===== config.mk =====
export PLATFORM = sky130hd
export DESIGN_NAME = host_fifo_bridge
export DESIGN_NICKNAME = d
export VERILOG_FILES = /design/src/rtl/host_fifo_pkg.sv /design/src/rtl/host_fifo_sync.sv /design/src/rtl/host_fifo_bridge.sv
export SDC_FILE = /design/constraint.sdc
export NUM_CORES = 1
export LEC_CHECK = 0
export CAP_MARGIN = 40
export CORE_ASPECT_RATIO = 1.1
export CORE_MARGIN = 5
export CORE_UTILIZATION = 42
export CTS_CLUSTER_SIZE = 8
export DETAILED_ROUTE_END_ITERATION = 8
export PLACE_DENSITY_LB_ADDON = 0.3
export SLEW_MARGIN = 0
export SYNTH_ARGS = -nofsm -noshare
export SYNTH_HDL_FRONTEND = slang
export SYNTH_SLANG_ARGS = --single-unit
export TNS_END_PERCENT = 10

===== constraint.sdc =====
create_clock -name CLK -period 3.7 [get_ports CLK]
set_input_delay 0.74 -clock CLK [delete_from_list [all_inputs] [get_ports CLK]]
set_output_delay 0.74 -clock CLK [all_outputs]
set_load 0.05 [all_outputs]

===== src/rtl/host_fifo_pkg.sv =====
// Shared constants for the host FIFO bridge: payload width and payload-size codes.
package host_fifo_pkg;

  localparam int unsigned FIFO_PAYLOAD_WIDTH = 8;

  localparam logic [1:0] FIFO_D0 = 2'd0;
  localparam logic [1:0] FIFO_D1 = 2'd1;
  localparam logic [1:0] FIFO_D2 = 2'd2;
  localparam logic [1:0] FIFO_D4 = 2'd3;

  // Number of payload bytes carried by a payload-size code.
  function automatic logic [2:0] fifo_payload(input logic [1:0] code);
    logic [2:0] bytes;
    bytes = 3'd0;
    unique case (code)
      FIFO_D0: bytes = 3'd0;
      FIFO_D1: bytes = 3'd1;
      FIFO_D2: bytes = 3'd2;
      FIFO_D4: bytes = 3'd4;
      default: bytes = 3'd0;
    endcase
    return bytes;
  endfunction

endpackage


===== src/rtl/host_fifo_sync.sv =====
// Single-clock FIFO with an occupancy counter and either a registered or show-ahead read port.
module host_fifo_sync
  import host_fifo_pkg::*;
#(
  parameter int unsigned DEPTH     = 16,
  parameter int unsigned WIDTH     = FIFO_PAYLOAD_WIDTH,
  parameter bit          SHOWAHEAD = 1'b0
) (
  input  logic                       clk,
  input  logic                       rst_n,
  input  logic                       push,
  input  logic [WIDTH-1:0]           push_data,
  input  logic                       pop,
  output logic [WIDTH-1:0]           pop_data,
  output logic                       empty,
  output logic                       full,
  output logic [$clog2(DEPTH):0]     level
);

  localparam int unsigned AW = $clog2(DEPTH);
  localparam logic [AW:0] FullCount = (AW + 1)'(DEPTH);

  logic [WIDTH-1:0] mem [DEPTH];
  logic [AW-1:0]    wr_ptr_q, wr_ptr_d;
  logic [AW-1:0]    rd_ptr_q, rd_ptr_d;
  logic [AW:0]      count_q, count_d;
  logic             push_ok, pop_ok;

  // Flags come from start-of-cycle occupancy, so a push while full is refused
  // even if a pop frees a slot in the same cycle.
  assign full    = (count_q == FullCount);
  assign empty   = (count_q == '0);
  assign level   = count_q;
  assign push_ok = push & ~full;
  assign pop_ok  = pop & ~empty;

  always_comb begin
    wr_ptr_d = wr_ptr_q;
    rd_ptr_d = rd_ptr_q;
    count_d  = count_q;
    if (push_ok) wr_ptr_d = wr_ptr_q + AW'(1);
    if (pop_ok)  rd_ptr_d = rd_ptr_q + AW'(1);
    unique case ({push_ok, pop_ok})
      2'b10:   count_d = count_q + (AW + 1)'(1);
      2'b01:   count_d = count_q - (AW + 1)'(1);
      default: count_d = count_q;
    endcase
  end

  always_ff @(posedge clk) begin
    if (!rst_n) begin
      wr_ptr_q <= '0;
      rd_ptr_q <= '0;
      count_q  <= '0;
    end else begin
      wr_ptr_q <= wr_ptr_d;
      rd_ptr_q <= rd_ptr_d;
      count_q  <= count_d;
    end
  end

  // Storage is not reset; stale contents are unreachable once pointers clear.
  always_ff @(posedge clk) begin
    if (push_ok) mem[wr_ptr_q] <= push_data;
  end

  if (SHOWAHEAD) begin : g_showahead
    assign pop_data = mem[rd_ptr_q];
  end else begin : g_registered
    logic [WIDTH-1:0] rd_data_q;

    always_ff @(posedge clk) begin
      if (!rst_n) begin
        rd_data_q <= '0;
      end else if (pop_ok) begin
        rd_data_q <= mem[rd_ptr_q];
      end
    end

    assign pop_data = rd_data_q;
  end

endmodule


===== src/rtl/host_fifo_bridge.sv =====
// Bridges a host byte stream and a bus master through independent ingress and egress FIFOs.
module host_fifo_bridge
  import host_fifo_pkg::*;
#(
  parameter int unsigned DEPTH = 16
) (
  input  logic                          CLK,
  input  logic                          RESETn,
  input  logic [FIFO_PAYLOAD_WIDTH-1:0] HOST_RXDATA,
  input  logic                          HOST_RXVALID,
  output logic                          HOST_RXREADY,
  output logic [FIFO_PAYLOAD_WIDTH-1:0] HOST_TXDATA,
  output logic                          HOST_TXVALID,
  input  logic                          HOST_TXREADY,
  input  logic                          RDEN,
  output logic                          RDEMPTY,
  output logic [FIFO_PAYLOAD_WIDTH-1:0] RDDATA,
  input  logic                          WREN,
  output logic                          WRFULL,
  input  logic [FIFO_PAYLOAD_WIDTH-1:0] WRDATA,
  output logic [$clog2(DEPTH):0]        RXLEVEL,
  output logic [$clog2(DEPTH):0]        TXLEVEL,
  output logic [1:0]                    ERR,
  input  logic                          ERRCLR
);

  logic       rx_full;
  logic       tx_empty;
  logic [1:0] err_q, err_d;

  host_fifo_sync #(
    .DEPTH     (DEPTH),
    .WIDTH     (FIFO_PAYLOAD_WIDTH),
    .SHOWAHEAD (1'b0)
  ) u_ingress (
    .clk       (CLK),
    .rst_n     (RESETn),
    .push      (HOST_RXVALID),
    .push_data (HOST_RXDATA),
    .pop       (RDEN),
    .pop_data  (RDDATA),
    .empty     (RDEMPTY),
    .full      (rx_full),
    .level     (RXLEVEL)
  );

  host_fifo_sync #(
    .DEPTH     (DEPTH),
    .WIDTH     (FIFO_PAYLOAD_WIDTH),
    .SHOWAHEAD (1'b1)
  ) u_egress (
    .clk       (CLK),
    .rst_n     (RESETn),
    .push      (WREN),
    .push_data (WRDATA),
    .pop       (HOST_TXREADY),
    .pop_data  (HOST_TXDATA),
    .empty     (tx_empty),
    .full      (WRFULL),
    .level     (TXLEVEL)
  );

  assign HOST_RXREADY = ~rx_full;
  assign HOST_TXVALID = ~tx_empty;

  // A new error in the clearing cycle wins over the clear.
  always_comb begin
    err_d = ERRCLR ? 2'b00 : err_q;
    if (WREN && WRFULL)   err_d[0] = 1'b1;
    if (RDEN && RDEMPTY)  err_d[1] = 1'b1;
  end

  always_ff @(posedge CLK) begin
    if (!RESETn) err_q <= 2'b00;
    else         err_q <= err_d;
  end

  assign ERR = err_q;

endmodule


==> flow_summary.yaml <==
route:
  drt_iter0_drc: 415
  detail_route.wl_per_cell_um: 21.12
  antenna_left: 0
  route.vias.total: 6130
  first_pass_iters: 5
  routed_wl_um: 24080
  avgViaCountPerCell: 5.377
  remaining_drc_errors: 0
placed_design:
  portBuffers: 54
  gp_congestion: 0.7829
  hpwl_um: 15740
clocking:
  cts_setup_buffers: 0
  cts.sinks: 296
  clock_latency_ns: 0.53
  cts_hold_buf: 0
  cts_tree: "yes"
  cts_root_buffer: "clkbuf_16"
  ctsLongestPathBuffers: 3
  path_clk_slew_ns: 0.05
  numCtsBuffers: 42
  h-tree-depth: 2
power_and_ir_drop:
  p_leak_nw: 4.630
  p_sw_mw: 2.897
  p_int_mw: 6.874
  combPwrFrac_pct: 24.1
  p_sw_share_pct: 29.65
  vdd_drop_max_mv: 0.3582
  power_frac_seq_pct: 41.3
  p_per_area_nw_per_um2: 691.9
  power_frac_clock_pct: 34.5
timing:
  fin_worst_skew_ns: 0.01736
  holdWs_ns: 0.5209
  finalCriticalPeriod_ns: 3.585
  finalCritPeriodShare_pct: 96.89
  rsz0062_at_grt: "no"
  slew_viol_final: 0
  setup_viol: 0
  fmax_mhz: 278.9
  relSlewSlack_pct: 38.46
  worst_pin_slew_ns: 0.9198
  report.final.hold_viol_count: 0
  tns_ns: 0
final_layout:
  nFillCells: 2231
  diodes: 0
  syn2layout_area_growth_pct: 18.54
  final_nets: 799
  layout_common_cells: "edfxtp_1 (256), nor2_1 (58), clkdlybuf4s50_1 (49)"
  drive_gt1_share_pct: 16.22
  multi_input_area_um2: 3179
  regArea_um2: 8493
  mostFrequentLayoutCell: "edfxtp_1"
global_route:
  grt_pass1_vias: 6599
  overflow: 0
  grt_pass1_wl_um: 38010
  grt_usage_pct: 15.37
  antenna_found_initial: 0
  grt_max_degree: 52
worst_setup_path:
  cp.required_ns: 2.96
  critPathCaptureType: "output port"
  cp.arrival_ns: 2.84
  crit_path_max_fanout: 18
  path_class: "flip-flop to output port"
  start_kind: "flip-flop"
  cp_slowest_cell: "clkdlybuf4s50_1"
  path_cells: "mux4_1 > mux4_2 > clkdlybuf4s50_1"
  critPathMaxStageDelay_ns: 0.72
synth:
  ys_types: 45
  avgSynthCellArea_um2: 17.84
  synth_seq_cells: 296
  synthesis.nets: 707
  synth-warning-count: 0
  yosysSeqAreaShare_pct: 71.25
  syn_inst: 668
  syn-cell-area_um2: 11910
run:
  max_cap_violations: 0
floorplanning:
  core_um2: 27870
  rows: 64
  dieArea_um2: 31840
  io-pin-count: 55
  dieHeight_um: 186.6
  initial_utilization_pct: 42.75
  chipWidth_um: 170.6
hold_path:
  holdCritPathClass: "flip-flop to flip-flop"
outcome:
  outcome: "complete, no violations"
[power by group through the flow]
| stage | clock [mW] | combinational (mW) | sequential, mW |
|---|---|---|---|
| after CTS | 3.46 | 2.40 | 4.04 |
| after global placement | 0 | 2.33 | 4.08 |
| final | 3.37 | 2.36 | 4.04 |
| after detailed placement | 0 | 2.39 | 4.10 |
| after floorplan | 0 | 1.51 | 4.28 |
| after global routing | 3.63 | 2.53 | 4.06 |
[state kept, by name (all words and copies together), names as in the netlist, named ones only]
name and cells:
ERR 2, u_ingress.mem 128, u_ingress.wr_ptr_q 4, u_egress.wr_ptr_q 4
u_egress.mem 128, u_egress.rd_ptr_q 4, u_egress.level 5, u_ingress.rd_ptr_q 4
u_ingress.level 5, u_ingress.pop_data 8
[cells by family (layout without fill, tap and decap cells)]
kind of cell | after synthesis | in the layout | share of synthesized area [%]
XOR/XNOR | 18 | 18 | 1.323
buffers and inverters | 51 | 160 | 2.069
flip-flops | 296 | 296 | 71.25
AO/OA/AOI/OAI | 74 | 74 | 4.253
AND/OR/NAND/NOR | 115 | 115 | 4.558
multiplexers | 98 | 98 | 14.87
adder cells (fa/ha/maj) | 16 | 16 | 1.680
[final timing paths]
check / from / endpoint / slack [ns] / cells past startpoint
setup / recovery: flip-flop / HOST_TXDATA[0] / 0.12 / 3
hold / removal: ERR[1]$_SDFFE_PN0P_ / ERR[1]$_SDFFE_PN0P_ / 0.52 / 2
setup reg to reg: u_egress.level[1]$_SDFFE_PN0P_ / u_egress.level[2]$_SDFFE_PN0P_ / 0.79 / 10
hold reg to reg: ERR[1]$_SDFFE_PN0P_ / ERR[1]$_SDFFE_PN0P_ / 0.52 / 2
[cell type report]
type                            instances  area share (%)
Clock inverter                          3          0.4164
Multi-Input combinational cell        321           22.51
Tap cell                              363           3.216
Timing Repair Buffer                   87           5.528
Inverter                               12          0.3190
Sequential cell                       296           60.14
Clock buffer                           58           7.867
[synthesized netlist by cell type]
master / count / area [µm²]
nor4_1: 1 / 6.260
nand3_1: 2 / 10.01
o21ai_0: 11 / 55.05
buf_2: 7 / 35.03
or3b_1: 1 / 8.760
a21o_1: 2 / 15.01
xnor2_1: 4 / 35.03
nor4b_1: 1 / 8.760
mux2i_1: 42 / 420.4
buf_12: 1 / 20.02
nand3b_1: 2 / 15.01
clkbuf_1: 19 / 71.32
nand4b_1: 1 / 8.760
a32oi_1: 2 / 17.52
edfxtp_1: 256 / 7687
a31oi_1: 11 / 68.82
and3_1: 3 / 18.77
o22ai_1: 18 / 112.6
buf_8: 2 / 30.03
nand2b_1: 6 / 37.54
nor2_1: 58 / 217.7
dfxtp_1: 40 / 800.8
nor2b_1: 4 / 25.02
buf_6: 1 / 11.26
mux4_2: 32 / 720.7
o211ai_1: 5 / 37.54
a21boi_1: 2 / 15.01
buf_1: 9 / 33.78
mux4_1: 24 / 630.6
or2_2: 2 / 12.51
o211ai_2: 2 / 25.02
nand2_1: 17 / 63.81
o21a_1: 2 / 15.01
ha_1: 16 / 200.2
a21boi_2: 1 / 11.26
a22oi_1: 13 / 97.59
inv_2: 1 / 3.750
o21ai_4: 1 / 16.27
or4_4: 2 / 22.52
xor2_1: 14 / 122.6
or3_1: 4 / 25.02
nor4_2: 1 / 12.51
inv_1: 11 / 41.29
a21oi_1: 4 / 20.02
nor3_1: 10 / 50.05
[per-layer routing]
| metal | GRT usage [%] | wire length, µm | vias up |
|---|---|---|---|
| met5 | 0 | 0 | - |
| li1 | - | - | 2835 |
| met1 | 18.86 | 9491 | 3083 |
| met2 | 27.56 | 12800 | 172 |
| met4 | 4.025 | 505 | 0 |
| met3 | 3.132 | 1280 | 40 |
[critical path: cells and delay by family (launching register included)]
kind	cells	cell delay, ns
buffers and inverters	1	0.72
flip-flops	1	0.53
multiplexers	2	1.07
[per-stage QoR]
| step | area [µm²] | util, % | total power [mW] | setup WS (ns) | instances |
|---|---|---|---|---|---|
| 2_1_floorplan | 11910 | - | 5.788 | 0.5570 | 668 |
| 3_3_place_gp | 12950 | 46.46 | 6.407 | 0.5278 | 1079 |
| 3_5_place_dp | 12950 | 46.46 | 6.483 | 0.4496 | 1079 |
| 4_1_cts | 14120 | 50.67 | 9.893 | 0.06445 | 1140 |
| 5_1_grt | 14120 | 50.68 | 10.22 | 0.01433 | 1140 |
| 6_report | 14120 | 50.68 | 9.771 | 0.1151 | 1140 |
[what timing repair did]
item,in CTS,in global routing
resized for setup,1,1
endpoints found under the setup margin,4,1
pin swaps,0,0
No activity file was read; power rests on OpenSTA's default activity.
